==> src/rtl/fx_pkg.sv <==
// Shared types and constants for the fx_* effects chain.
package fx_pkg;

   typedef enum logic [2:0] {
      CLOSED,
      ATTACK,
      OPEN,
      HOLD,
      RELEASE
   } gate_state_t;

   localparam int GATE_UNITY = 32768;
   localparam int GATE_W     = 16;

endpackage

==> src/rtl/fx_env_follower.sv <==
// Stereo peak envelope follower: abs of each channel, stereo max, peak hold with
// exponential decay. env_next is the value the envelope takes on this sample.
module fx_env_follower
   import fx_pkg::*;
#(
   parameter int DATA_W = 16,
   parameter int ENV_SH = 4
) (
   input  logic                   clk,
   input  logic                   reset_n,
   input  logic [1:0][DATA_W-1:0] audio_in,
   input  logic                   sample_valid,
   output logic [DATA_W-1:0]      env_next
);

   logic [DATA_W-1:0] env_q;
   logic [DATA_W-1:0] mag_l;
   logic [DATA_W-1:0] mag_r;
   logic [DATA_W-1:0] mag;

   // Unsigned magnitude, so the most negative sample maps to 2^(DATA_W-1)
   always_comb begin
      mag_l    = audio_in[0][DATA_W-1] ? (~audio_in[0] + DATA_W'(1)) : audio_in[0];
      mag_r    = audio_in[1][DATA_W-1] ? (~audio_in[1] + DATA_W'(1)) : audio_in[1];
      mag      = (mag_l >= mag_r) ? mag_l : mag_r;
      env_next = (mag >= env_q) ? mag : env_q - (env_q >> ENV_SH);
   end

   always_ff @(posedge clk or negedge reset_n) begin
      if (!reset_n) begin
         env_q <= '0;
      end else if (sample_valid) begin
         env_q <= env_next;
      end
   end

endmodule

==> src/rtl/fx_noise_gate.sv <==
// Stereo noise gate with attack/hold/release gain ramp driven by a shared peak envelope.
// Build option: define NOISE_GATE_HYST_EN to close at half the open threshold.
module fx_noise_gate
   import fx_pkg::*;
#(
   parameter int DATA_W       = 16,
   parameter int PARAM_W      = 7,
   parameter int HOLD_SAMPLES = 480,
   parameter int ATTACK_STEP  = 1024,
   parameter int RELEASE_STEP = 128,
   parameter int ENV_SH       = 4
) (
   input  logic                   clk,
   input  logic                   reset_n,
   input  logic [1:0][DATA_W-1:0] audio_in,
   input  logic                   sample_valid,
   input  logic [PARAM_W-1:0]     threshold,
   input  logic                   bypass,
   output logic [1:0][DATA_W-1:0] audio_out,
   output logic                   out_valid,
   output logic                   gate_open
);

   localparam int HC_W = $clog2(HOLD_SAMPLES + 1);
   localparam int PW   = DATA_W + 17;

   localparam logic [GATE_W-1:0] UNITY     = GATE_W'(GATE_UNITY);
   localparam logic [GATE_W:0]   UNITY_X   = (GATE_W+1)'(GATE_UNITY);
   localparam logic [GATE_W:0]   ATTACK_X  = (GATE_W+1)'(ATTACK_STEP);
   localparam logic [GATE_W-1:0] RELEASE_G = GATE_W'(RELEASE_STEP);
   localparam logic [HC_W-1:0]   HOLD_LOAD = HC_W'(HOLD_SAMPLES - 1);

   gate_state_t       state_q, state_d;
   logic [GATE_W-1:0] g_q, g_d, g_att, g_rel;
   logic [GATE_W:0]   g_sum;
   logic [HC_W-1:0]   hold_q, hold_d;
   logic [DATA_W-1:0] env_next, thr_open, thr_close;
   logic              is_open, is_below;

   logic signed [PW-1:0]     smp_x [2];
   logic signed [PW-1:0]     gain_x;
   logic signed [PW-1:0]     prod [2];
   logic [1:0][DATA_W-1:0]   scaled;

   fx_env_follower #(
      .DATA_W (DATA_W),
      .ENV_SH (ENV_SH)
   ) u_env (
      .clk          (clk),
      .reset_n      (reset_n),
      .audio_in     (audio_in),
      .sample_valid (sample_valid),
      .env_next     (env_next)
   );

   always_comb begin
      thr_open = DATA_W'(threshold) << (DATA_W - 1 - PARAM_W);
`ifdef NOISE_GATE_HYST_EN
      thr_close = thr_open >> 1;
`else
      thr_close = thr_open;
`endif
      is_open  = (env_next >= thr_open);
      is_below = (env_next < thr_close);
   end

   always_comb begin
      state_d = state_q;
      g_d     = g_q;
      hold_d  = hold_q;
      g_sum   = {1'b0, g_q} + ATTACK_X;
      g_att   = (g_sum >= UNITY_X) ? UNITY : g_sum[GATE_W-1:0];
      g_rel   = (g_q > RELEASE_G) ? (g_q - RELEASE_G) : '0;
      case (state_q)
         // The opening sample already counts as the first attack step
         CLOSED: begin
            g_d = '0;
            if (is_open) begin
               state_d = ATTACK;
               g_d     = g_att;
            end
         end
         ATTACK: begin
            g_d = g_att;
            if (is_below)            state_d = RELEASE;
            else if (g_att == UNITY) state_d = OPEN;
         end
         OPEN: begin
            g_d = UNITY;
            if (is_below) begin
               state_d = HOLD;
               hold_d  = HOLD_LOAD;
            end
         end
         HOLD: begin
            g_d = UNITY;
            if (!is_below)            state_d = OPEN;
            else if (hold_q == '0)    state_d = RELEASE;
            else                      hold_d  = hold_q - HC_W'(1);
         end
         RELEASE: begin
            g_d = g_rel;
            if (is_open)            state_d = ATTACK;
            else if (g_rel == '0)   state_d = CLOSED;
         end
         default: begin
            state_d = CLOSED;
            g_d     = '0;
         end
      endcase
   end

   // Scaling uses the gain before this sample's update; >>> floors toward -inf
   always_comb begin
      gain_x = PW'({1'b0, g_q});
      for (int unsigned i = 0; i < 2; i++) begin
         smp_x[i]  = PW'($signed(audio_in[i]));
         prod[i]   = smp_x[i] * gain_x;
         scaled[i] = DATA_W'(prod[i] >>> 15);
      end
   end

   always_ff @(posedge clk or negedge reset_n) begin
      if (!reset_n) begin
         state_q <= CLOSED;
         g_q     <= '0;
         hold_q  <= '0;
      end else if (sample_valid) begin
         state_q <= state_d;
         g_q     <= g_d;
         hold_q  <= hold_d;
      end
   end

   always_ff @(posedge clk or negedge reset_n) begin
      if (!reset_n) begin
         audio_out <= '0;
         out_valid <= 1'b0;
      end else begin
         out_valid <= sample_valid;
         if (sample_valid) audio_out <= bypass ? audio_in : scaled;
      end
   end

   assign gate_open = (state_q != CLOSED);

endmodule

==> config.mk <==
export PLATFORM = sky130hd
export DESIGN_NAME = fx_noise_gate
export DESIGN_NICKNAME = d
export VERILOG_FILES = /design/src/rtl/fx_pkg.sv /design/src/rtl/fx_env_follower.sv /design/src/rtl/fx_noise_gate.sv
export SDC_FILE = /design/constraint.sdc
export NUM_CORES = 1
export LEC_CHECK = 0
export CAP_MARGIN = 20
export CELL_PAD_IN_SITES_DETAIL_PLACEMENT = 0
export CELL_PAD_IN_SITES_GLOBAL_PLACEMENT = 1
export CORE_MARGIN = 1.5
export CORE_UTILIZATION = 54
export DETAILED_ROUTE_END_ITERATION = 8
export GPL_ROUTABILITY_DRIVEN = 0
export PLACE_DENSITY_LB_ADDON = 0.2
export SYNTH_ARGS = -nofsm -noshare
export SYNTH_HDL_FRONTEND = slang
export SYNTH_SLANG_ARGS = --single-unit
export TNS_END_PERCENT = 50
==> constraint.sdc <==
create_clock -name clk -period 14.5 [get_ports clk]
set_input_delay 2.9 -clock clk [delete_from_list [all_inputs] [get_ports clk]]
set_output_delay 2.9 -clock clk [all_outputs]
set_load 0.005 [all_outputs]
==> summary.txt <==
Synth
  • Synth cell types: 70
  • Sequential fraction of the synthesis area: 8.56%
  • Synth Area in Simple Gates: 17.2%
  • Ys async rst share: 100%
  • Synth Area in Adders: 49.6%
  • Area of the mapped netlist: 0.0225 mm²
  • Multiplexer area fraction after synthesis: under 10%
  • Synth Area in Compound Gates: 8.39%
  • Synth Flop Type: dfrtp_1
  • Xor-xnor portion of the synthesized cell area: 3.31%
  • Largest family of logic cells by synthesized area: adder cells
  • Syn avg cell area: 8.50 µm²
  • Seq cells post-synth: 77
  • Post-synth EDFFs: 0
  • Synthesized Nets: 3355
  • Ys Warns: 0
  • Synthesized instance count: 2651

Setup path
  • Setup CP Type: input pin to flop
  • R2R setup slack: 6.81 ns
  • Crit end category: flop
  • Most used cell, CP: ha_1
  • Worst path required time: 14.75 ns
  • Startpoint Class: input pin
  • RR Startpoint: g_q[8]$_DFFE_PN0P_
  • Worst Path Arrival: around 12 ns
  • R2R Path End: audio_out[29]$_DFFE_PN0P_
  • Crit-path max FO: 31
  • Worst R2R Path Depth: 25
  • Max stage delay cell, worst path: nand2_1
  • Worst path max stage delay: 0.78 ns

Timing
  • Fin. Hold Viols: 0
  • Hold Slack: 0.490 ns
  • Worst clock skew: between 0.015 and 0.02 ns
  • Period utilization: 81.3%
  • Min cycle time layout: between 10 and 15 ns
  • Final setup fails: 0
  • Setup TNS Final: 0 ns
  • Max frequency: around 85 MHz
  • Least-Margin Pin Slew: 0.981 ns
  • RSZ-0062 raised after global routing: no
  • Relative slew slack: 34.4%
  • Final Max Tran Viols: 0

Clock tree
  • Worst-path clk slew: 0.07 ns
  • Clk root buf: clkbuf_16
  • CTS tree: yes
  • Post-CTS Repair Setup Buffers: 0
  • Resize count post-CTS: 0
  • CTS Buffer Depth: 2
  • Cts hold-fix bufs: 0
  • H-tree levels: 3
  • Num CTS Buffers: 9
  • CTS sink count: 77
  • Clk_lat worst skew: 0.38 ns

Floorplan
  • Width of the die: between 200 and 250 µm
  • Floorplan core area: 0.0410 mm²
  • Starting Density: roughly 55%
  • Cell row count: 74
  • IO Count: 77
  • Die ar.: 0.0429 mm²
  • Die Y-Extent: roughly 210 µm

GRT
  • Total track usage: 29.2%
  • Initial antenna violation count: 1
  • Remaining Overflow, GRT: 0
  • Vias in the first global route: 19.0k
  • Largest net degree at the start of global routing: 64
  • First-pass GRT wire length: 98700 µm

Worst hold path
  • Hold path cells: 1
  • Worst Hold End: audio_out[7]$_DFFE_PN0P_
  • Worst hold start: audio_out[7]$_DFFE_PN0P_
  • HP Class: flop to flop

Layout
  • Fillers: 3778
  • Area Growth Syn to Fin: 6.70%
  • Layout cells sized above 1: 3.44%
  • Final core utilization: 58.6%
  • # diodes: 0
  • Nets@finish: 3348

Route
  • Routed wire length per instance: 18.7 µm
  • Post-route ant nets: 0
  • Vias: 17.6k
  • DRT iter0 DRCs: 955
  • Vias/cell: 5.53
  • WL final: 59400 µm
  • DRC viols: 3
  • DR pass1 iterations: 9

Place
  • Hpwl dp: 45200 µm
  • # port buffers: 76

Job
  • Max-cap violation count: 0

Power and ir drop
  • Overall power: between 4 and 5 mW
  • Pleak: between 10 and 15 nW
  • Peak supply drop: ~180 µV
  • Power Density: between 150 and 200 mW/mm²

Outcome
  • Failing checks: design-rule violations
  • Status: finished, violations left
cells in the final DEF (no fill, tap or decap), types with 3 or more instances in the layout:
cell type        synthesis  final
o21ai_0                 58     57
ha_1                   274    274
nor2b_1                 14     14
or3_1                    8      8
nand3_1                 18     18
nand2_1                370    370
o21bai_1                 3      3
or2_2                    4      4
o2111ai_1                3      3
a211oi_1                 8      8
clkdlybuf4s50_1          0     73
o31a_1                   3      3
a21oi_1                116    116
mux2i_1                 27     27
fa_1                   387    387
o211ai_1                 4      4
nor3_1                  27     27
nor4_1                   7      7
a2111oi_0                5      5
a31oi_1                 18     18
and2_1                 167    167
o41ai_1                  6      6
a21o_1                  22     22
dfrtp_1                 77     76
mux2_1                   3      3
a211o_1                  3      3
or4_1                    5      5
xnor2_1                 55     55
inv_1                  526    526
mux2_2                   6      6
nand2b_1                34     34
o31ai_1                  8      8
xor2_1                  30     30
nor2_1                 127    127
buf_4                    1     53
nand4_1                 17     17
o221ai_1                 4      4
and3_1                   9      9
o21a_1                  17     17
clkbuf_16                0      9
cell type report:
class / instances / area (µm²) / share of cell area (%)
multi-input cells: 1900 / 18000 / 75.1
repair buffers: 128 / 1140 / 4.73
clock buffers: 11 / 233 / 0.968
flip-flops and latches: 77 / 1930 / 8.02
clock inverters: 5 / 37.5 / 0.156
inverters: 528 / 1980 / 8.25
well taps: 532 / 666 / 2.77
worst max-delay path: cells and delay by family:
kind            cells  cell delay, ns
compound gates     10            2.39
xor+xnor            1            0.23
fa+ha+maj           3            0.95
buf+inv             3            1.15
mux                 2            0.60
simple gates       11            3.81
state kept, by name (all words and copies together) (netlist names):
register	cells
audio_out	32
g_q	16
u_env.env_q	16
hold_q	9
state_q	3
out_valid	1
metrics by stage:
stage	cells	cell area (µm²)	worst slack, ns
after CTS	3181	24000	2.88
after global routing	3181	24000	2.29
after detailed placement	3165	23800	2.51
after global placement	3164	23800	2.82
after floorplan	2651	22500	4.12
final	3181	24000	2.71
metal layers:
layer	vias to the layer above	part of all wire, %	global-route usage [%]
li1	8178	-	-
met4	0	4.1	12.1
met2	485	48	50.2
met3	123	4.4	3.27
met1	8813	43	37.7
met5	-	0	0
cell families after synthesis:
logic type	count (synthesis)
and+or+nand+nor	817
buffers and inverters	674
adders and majority gates	661
AOI/OAI and AO/OA	301
xor gates and xnor gates	85
DFF	77
muxes	36
worst max path at each step:
stage                 from                     end
3_5_place_dp   audio_in[0]  state_q[0]$_DFFE_PN0P_
4_1_cts        audio_in[0]  state_q[0]$_DFFE_PN0P_
3_3_place_gp   audio_in[0]  state_q[2]$_DFFE_PN0P_
5_1_grt        audio_in[0]  state_q[0]$_DFFE_PN0P_
2_1_floorplan  audio_in[1]      g_q[0]$_DFFE_PN0P_
6_report       audio_in[0]  state_q[0]$_DFFE_PN0P_
power by group:
group          switching (mW)  total [mW]  leakage (nW)  internal (mW)
Combinational            2.24        3.90          10.9           1.66
Sequential             0.0853       0.394         0.912          0.309
Clock                   0.115       0.232         0.126          0.117
Total                    2.44        4.52          11.9           2.09
synth_stat cells (all sizes together), types with 9 or more instances:
library cell,number,area [µm²]
nor2,127,477
mux2,9,101
o21a,17,128
nand2,370,1390
mux2i,27,270
xor2,30,263
clkbuf,118,443
and2,167,1040
and3,9,56.3
inv,526,1970
a21o,22,165
ha,274,3430
nor2b,14,87.6
a21oi,117,597
or3,10,72.6
buf,28,125
nor3,27,135
dfrtp,77,1930
a31oi,18,113
nand4,17,106
xnor2,55,482
fa,387,7750
o21ai,59,299
nand2b,34,213
nand3,18,90.1
No activity file was read; power rests on OpenSTA's default activity.
